==> config.mk <==
export PLATFORM = sky130hd
export DESIGN_NAME = systolic_tile_ctrl_flat
export DESIGN_NICKNAME = d
export VERILOG_FILES = /design/src/rtl/systolic_tile_ctrl_if.sv /design/src/rtl/systolic_tile_ctrl.sv /design/src/flat_wrapper.sv
export SDC_FILE = /design/constraint.sdc
export NUM_CORES = 1
export LEC_CHECK = 0
export CAP_MARGIN = 10
export CORE_AREA = 2 2 143 110
export DETAILED_ROUTE_END_ITERATION = 8
export DIE_AREA = 0 0 145 112
export SLEW_MARGIN = 10
export SYNTH_ARGS = -nofsm -noshare
export SYNTH_HDL_FRONTEND = slang
export SYNTH_SLANG_ARGS = --single-unit
==> constraint.sdc <==
create_clock -name clk -period 5.51 [get_ports clk]
set_input_delay 1.653 -clock clk [delete_from_list [all_inputs] [get_ports clk]]
set_output_delay 1.653 -clock clk [all_outputs]
set_load 0.05 [all_outputs]
==> src/rtl/systolic_tile_ctrl_if.sv <==
// rtl/systolic_tile_ctrl_if.sv - scheduler/array handshake bundle for the systolic tile sequencer
interface systolic_tile_ctrl_if #(
  parameter int N  = 14,
  parameter int KW = 16,
  parameter int RW = $clog2(N)
);
  // Request side, driven by the BSR scheduler
  logic          start;
  logic [KW-1:0] k_len;
  logic          abort;

  // Array and buffer strobes, driven by the sequencer
  logic          wgt_rd_en;
  logic [RW-1:0] wgt_row;
  logic          load_weight;
  logic          act_rd_en;
  logic [KW-1:0] act_idx;
  logic          en;
  logic          clr;
  logic          busy;
  logic          done;
  logic          res_valid;

  modport master (
    output start, k_len, abort,
    input  wgt_rd_en, wgt_row, load_weight, act_rd_en, act_idx,
           en, clr, busy, done, res_valid
  );

  modport slave (
    input  start, k_len, abort,
    output wgt_rd_en, wgt_row, load_weight, act_rd_en, act_idx,
           en, clr, busy, done, res_valid
  );
endinterface

==> src/rtl/systolic_tile_ctrl.sv <==
// rtl/systolic_tile_ctrl.sv - weight-stationary PE array tile sequencer (load, guard, clear, stream, done)
module systolic_tile_ctrl #(
  parameter int N        = 14,
  parameter int WAIT_CYC = 14,
  parameter int KW       = 16,
  parameter int RW       = $clog2(N)
) (
  input  logic               clk,
  input  logic               rst_n,
  systolic_tile_ctrl_if.slave bus
);

  localparam logic [2:0] S_IDLE   = 3'd0;
  localparam logic [2:0] S_LOAD_W = 3'd1;
  localparam logic [2:0] S_WAIT_W = 3'd2;
  localparam logic [2:0] S_CLEAR  = 3'd3;
  localparam logic [2:0] S_STREAM = 3'd4;
  localparam logic [2:0] S_DONE   = 3'd5;

  // Terminal counts; the stream length adds skew fill and drain (2*(N-1)) to k.
  localparam logic [KW:0] LOAD_LAST = (KW+1)'(N - 1);
  localparam logic [KW:0] WAIT_LAST = (KW+1)'(WAIT_CYC - 1);
  localparam logic [KW:0] SKEW_M1   = (KW+1)'(2 * (N - 1) - 1);

  logic [2:0]    r_state;
  logic [KW:0]   r_cnt;
  logic [KW-1:0] r_k;

  logic          r_wgt_rd_en;
  logic [RW-1:0] r_wgt_row;
  logic          r_load_weight;
  logic          r_act_rd_en;
  logic [KW-1:0] r_act_idx;
  logic          r_en;
  logic          r_clr;
  logic          r_busy;
  logic          r_done;

  logic [2:0]    w_state_nx;
  logic [KW:0]   w_cnt_nx;
  logic [KW-1:0] w_k_nx;
  logic [KW:0]   w_stream_last;
  logic          w_act_nx;

  assign w_stream_last = {1'b0, r_k} + SKEW_M1;

  // Next-state and counter logic; abort overrides everything, including a same-cycle start.
  always_comb begin
    w_state_nx = r_state;
    w_cnt_nx   = r_cnt;
    w_k_nx     = r_k;
    case (r_state)
      S_IDLE: begin
        if (bus.start && (bus.k_len != '0)) begin
          w_state_nx = S_LOAD_W;
          w_cnt_nx   = '0;
          w_k_nx     = bus.k_len;
        end
      end
      S_LOAD_W: begin
        if (r_cnt == LOAD_LAST) begin
          w_state_nx = S_WAIT_W;
          w_cnt_nx   = '0;
        end else begin
          w_cnt_nx = r_cnt + 1'b1;
        end
      end
      S_WAIT_W: begin
        if (r_cnt == WAIT_LAST) begin
          w_state_nx = S_CLEAR;
          w_cnt_nx   = '0;
        end else begin
          w_cnt_nx = r_cnt + 1'b1;
        end
      end
      S_CLEAR: begin
        w_state_nx = S_STREAM;
        w_cnt_nx   = '0;
      end
      S_STREAM: begin
        if (r_cnt == w_stream_last) begin
          w_state_nx = S_DONE;
          w_cnt_nx   = '0;
        end else begin
          w_cnt_nx = r_cnt + 1'b1;
        end
      end
      S_DONE: begin
        w_state_nx = S_IDLE;
        w_cnt_nx   = '0;
      end
      default: begin
        w_state_nx = S_IDLE;
        w_cnt_nx   = '0;
      end
    endcase
    if (bus.abort) begin
      w_state_nx = S_IDLE;
      w_cnt_nx   = '0;
      w_k_nx     = '0;
    end
  end

  assign w_act_nx = (w_state_nx == S_STREAM) && (w_cnt_nx < {1'b0, w_k_nx});

  // State, counter and latched tile length.
  always_ff @(posedge clk or negedge rst_n) begin
    if (!rst_n) begin
      r_state <= S_IDLE;
      r_cnt   <= '0;
      r_k     <= '0;
    end else begin
      r_state <= w_state_nx;
      r_cnt   <= w_cnt_nx;
      r_k     <= w_k_nx;
    end
  end

  // Outputs decoded from the next state so every strobe is a flop aligned with its state.
  always_ff @(posedge clk or negedge rst_n) begin
    if (!rst_n) begin
      r_wgt_rd_en   <= 1'b0;
      r_wgt_row     <= '0;
      r_load_weight <= 1'b0;
      r_act_rd_en   <= 1'b0;
      r_act_idx     <= '0;
      r_en          <= 1'b0;
      r_clr         <= 1'b0;
      r_busy        <= 1'b0;
      r_done        <= 1'b0;
    end else begin
      r_load_weight <= (w_state_nx == S_LOAD_W);
      r_wgt_rd_en   <= (w_state_nx == S_LOAD_W);
      r_wgt_row     <= (w_state_nx == S_LOAD_W) ? w_cnt_nx[RW-1:0] : '0;
      r_clr         <= (w_state_nx == S_CLEAR);
      r_en          <= (w_state_nx == S_STREAM);
      r_act_rd_en   <= w_act_nx;
      if (w_act_nx) begin
        r_act_idx <= w_cnt_nx[KW-1:0];
      end else if (w_state_nx != S_STREAM) begin
        r_act_idx <= '0;
      end
      r_busy        <= (w_state_nx != S_IDLE);
      r_done        <= (w_state_nx == S_DONE);
    end
  end

  assign bus.wgt_rd_en   = r_wgt_rd_en;
  assign bus.wgt_row     = r_wgt_row;
  assign bus.load_weight = r_load_weight;
  assign bus.act_rd_en   = r_act_rd_en;
  assign bus.act_idx     = r_act_idx;
  assign bus.en          = r_en;
  assign bus.clr         = r_clr;
  assign bus.busy        = r_busy;
  assign bus.done        = r_done;
  assign bus.res_valid   = r_done;

  // Weight load, clear, MAC enable and completion are mutually exclusive.
  a_strobe_excl: assert property (@(posedge clk) disable iff (!rst_n)
    $onehot0({r_load_weight, r_clr, r_en, r_done}));

endmodule

==> src/flat_wrapper.sv <==
// flat-port wrapper written by rule: the top's interface ports become plain ports
module systolic_tile_ctrl_flat 
#(
  parameter int N        = 14,
  parameter int WAIT_CYC = 14,
  parameter int KW       = 16,
  parameter int RW       = $clog2(N)
)
  (clk, rst_n, bus_start, bus_k_len, bus_abort, bus_wgt_rd_en, bus_wgt_row, bus_load_weight, bus_act_rd_en, bus_act_idx, bus_en, bus_clr, bus_busy, bus_done, bus_res_valid);
  systolic_tile_ctrl_if #(.N(N), .KW(KW), .RW(RW)) bus_i ();
  input  logic clk;
  input  logic rst_n;
  input wire logic [$bits(bus_i.start)-1:0] bus_start;
  input wire logic [$bits(bus_i.k_len)-1:0] bus_k_len;
  input wire logic [$bits(bus_i.abort)-1:0] bus_abort;
  output wire logic [$bits(bus_i.wgt_rd_en)-1:0] bus_wgt_rd_en;
  output wire logic [$bits(bus_i.wgt_row)-1:0] bus_wgt_row;
  output wire logic [$bits(bus_i.load_weight)-1:0] bus_load_weight;
  output wire logic [$bits(bus_i.act_rd_en)-1:0] bus_act_rd_en;
  output wire logic [$bits(bus_i.act_idx)-1:0] bus_act_idx;
  output wire logic [$bits(bus_i.en)-1:0] bus_en;
  output wire logic [$bits(bus_i.clr)-1:0] bus_clr;
  output wire logic [$bits(bus_i.busy)-1:0] bus_busy;
  output wire logic [$bits(bus_i.done)-1:0] bus_done;
  output wire logic [$bits(bus_i.res_valid)-1:0] bus_res_valid;
  assign bus_i.start = bus_start;
  assign bus_i.k_len = bus_k_len;
  assign bus_i.abort = bus_abort;
  assign bus_wgt_rd_en = bus_i.wgt_rd_en;
  assign bus_wgt_row = bus_i.wgt_row;
  assign bus_load_weight = bus_i.load_weight;
  assign bus_act_rd_en = bus_i.act_rd_en;
  assign bus_act_idx = bus_i.act_idx;
  assign bus_en = bus_i.en;
  assign bus_clr = bus_i.clr;
  assign bus_busy = bus_i.busy;
  assign bus_done = bus_i.done;
  assign bus_res_valid = bus_i.res_valid;
  systolic_tile_ctrl #(.N(N), .WAIT_CYC(WAIT_CYC), .KW(KW), .RW(RW)) u_core (.clk(clk), .rst_n(rst_n), .bus(bus_i));
endmodule
==> metrics.txt <==
FMAX=184 MHz; vias in the first global route=3978; max-slew violation count=0; clock share of power=0.427; Final Critical Period=5.44 ns; Psw=0.390 mW; I/O pin count=48; switching share of total power=0.300; Final Core Density=0.397; routed vias/inst=5.22; area fraction of the dominant cell type after synthesis=0.365; Worst Path Required=5.72 ns; most common cell in the synthesized netlist=dfrtp_1; worst skew pair latency=0.34 ns; hold_sp=u_core.bus.act_idx[11]; layout cells sized above 1=0.299; Worst Hold Class=flop to flop; RSZ-0062 raised after global routing=yes; clock skew=0.00619 ns; Area growth syn-to-layout=39.0%; Clock Sinks=62; Worst-path clk slew=0.05 ns; Syn Area/Cell=9.27 um2; root cell of the clock tree=clkbuf_16; CTS tree=yes; WP buf/inv=6; post-synthesis sequential area ratio=0.365; crit path capture type=flop; Post-synth top cells=dfrtp_1, inv_1, nor3_1, nand2_1, nor2_1; crit path cell chain=clkbuf_2, or4_4, o41ai_4, buf_4, nand3b_1, buf_6, buf_4, a211o_1, o21ai_1, ha_1, nand2_1, o41a_1, a311o_2, buf_4, buf_12, a21oi_1, nor3_1; dpl ws=-0.809 ns; Sequential Power Share=0.371; Overall Global Routing Usage=0.177; final WL=14200 um; Worst R2R Start=u_core.r_k[0]; Mapped Nets=497; status=finished, final reports clean; Fin Setup TNS=0 ns; Die Span X=145 um; Netlist cell types=71; # port buffers=47; top post-synthesis cells by area=dfrtp_1, ha_1, mux2i_1; routability congestion estimate=0.961; core footprint=14900 um2; Detailed Place HPWL=10400 um; relative slew slack=0.483; async set-or-reset flop fraction in the synthesized netlist=1.00; hold-fix buffers at CTS=0; die area=16200 um2; Worst path most repeated cell=buf_4; Power per Cell Area=220 nW/um2; max-cap violation count=0; CP max stage delay=0.55 ns; final setup violating endpoints=0; dominant synthesized flop cell=dfrtp_1; synthesized flop and latch total=62; CP arrival=5.65 ns; initial antenna violation count=0; clk buf depth=2; Tot Pwr=1.30 mW; largest net degree at the start of global routing=38; family with the most delay on the worst path=compound AO/OA/AOI/OAI gates; final worst path period share=0.988; Final nets=605; Syn Std Cell Area=4250 um2; post-layout worst setup margin=0.0684 ns; worst setup path start=bus_k_len[6]; post-detailed-route count of antenna-violating nets=0; CTS Buf Count=9; DR DRC count=0; Pleak=2.70 nW; yosys warns=0; Syn Inst Count=459; Peak VDD IR=0.000126 V; first-pass GRT wire length=22500 um; Max stage delay cell, worst path=or4_4; total grt overflow=0; routed vias=4053; P_int=0.911 mW; Gate power share=0.202; Die Span Y=112 um; first-pass iteration count of the detailed router=5; Post-synth EDFFs=0; Antenna Cells=0; Cell Rows=39; worst-margin pin slew=0.776 ns; kind of critical path=input port to flop; initial DRC count=296; initial core utilization=0.286; worst-path maximum fanout=5; leading area contributor after synthesis=dfrtp_1; wire length per cell=18.2 um; Startpoint Class=input port; Fin. Hold Viols=0; CTS H-tree depth=3
-- cells in the final DEF (no fill, tap or decap), types with 10 or more instances in the layout --
cell type and count:
inv_1 30, mux2i_1 16, ha_1 16, or2_2 17, nor2_1 25, clkdlybuf4s50_1 30
o21ai_0 17, nand4_1 12, nor3_1 26, nor4_1 10, buf_4 67, nand2_1 23
dfrtp_1 62, xnor2_1 11, clkbuf_2 10, xor2_1 11, a21oi_1 18
-- path summary, 6_finish.rpt --
kind	to	slack, ns	cells after the start
max reg2reg	u_core.bus.act_idx[10]	0.31	20
min reg2reg	u_core.bus.act_idx[11]	0.59	2
min	u_core.bus.act_idx[11]	0.59	2
max	u_core.bus.act_idx[9]	0.07	17
max in group asynchronous	u_core.r_cnt[9]	3.20	2
min in group asynchronous	u_core.bus.clr	1.36	1
-- worst register-to-register path, cell delays in order (launching register included) --
cell       delay (ns)
dfrtp_1          0.45
ha_1             0.40
a211oi_2         0.19
or3_1            0.37
a2111oi_1        0.48
o32ai_2          0.20
or2_1            0.44
o21ai_2          0.27
buf_4            0.20
nor4_1           0.06
nor2_1           0.21
inv_1            0.12
ha_4             0.29
and4_1           0.17
nand4_1          0.19
buf_4            0.22
a311oi_4         0.40
buf_12           0.17
buf_16           0.11
nor3_2           0.04
nor3_1           0.12
-- power groups by stage --
stage / Sequential [mW] / Clock, mW / Combinational (mW)
after detailed placement: 0.489 / 0 / 0.219
after floorplan: 0.488 / 0 / 0.128
final: 0.482 / 0.555 / 0.263
after global placement: 0.488 / 0 / 0.217
after global routing: 0.484 / 0.592 / 0.283
after CTS: 0.481 / 0.566 / 0.257
-- through the flow --
stage          cell area, um2  hold WS, ns  instances
2_1_floorplan            4270        0.603        459
3_3_place_gp             5300        0.572        742
3_5_place_dp             5300        0.582        742
4_1_cts                  5870        0.593        772
5_1_grt                  5910        0.603        777
6_report                 5910        0.585        777
-- layer usage --
metal / track usage / vias up / wire (um)
met2: 0.271 / 135 / 6300
li1: - / 1901 / -
met3: 0.0361 / 25 / 768
met5: 0 / - / 0
met1: 0.254 / 1992 / 6880
met4: 0.0469 / 0 / 214
-- logic make-up after synthesis --
| group | Yosys count | share of synthesized area |
|---|---|---|
| AOI/OAI and AO/OA | 106 | 0.197 |
| xor gates and xnor gates | 22 | 0.0453 |
| adders and majority gates | 18 | 0.0529 |
| buffers and inverters | 59 | 0.0650 |
| DFF | 62 | 0.365 |
| muxes | 16 | 0.0376 |
| and+or+nand+nor | 176 | 0.238 |
-- sequential cells by signal, indices dropped and copies added, names as in the netlist --
| signal | count |
|---|---|
| u_core.bus.wgt_rd_en | 1 |
| u_core.r_state | 3 |
| u_core.bus.wgt_row | 4 |
| u_core.r_k | 16 |
| u_core.r_cnt | 17 |
| u_core.bus.busy | 1 |
| u_core.bus.clr | 1 |
| u_core.bus.en | 1 |
| u_core.bus.act_idx | 16 |
| u_core.bus.act_rd_en | 1 |
| u_core.bus.done | 1 |
-- cell type report --
class / instances / area, um2
clock inverters: 6 / 46.3
clock buffers: 10 / 239
inverters: 30 / 113
multi-input cells: 339 / 2590
flip-flops and latches: 62 / 1550
repair buffers: 125 / 1110
well taps: 205 / 256
fillers: 1472 / 8970
-- what timing repair did --
item / in CTS / in global routing
pin swaps: 18 / 19
buffers inserted: 13 / 4
endpoints found under the setup margin: 17 / 17
resized for setup: 39 / 32
cloned: 2 / 1
Power figures use the tool's default switching activity.
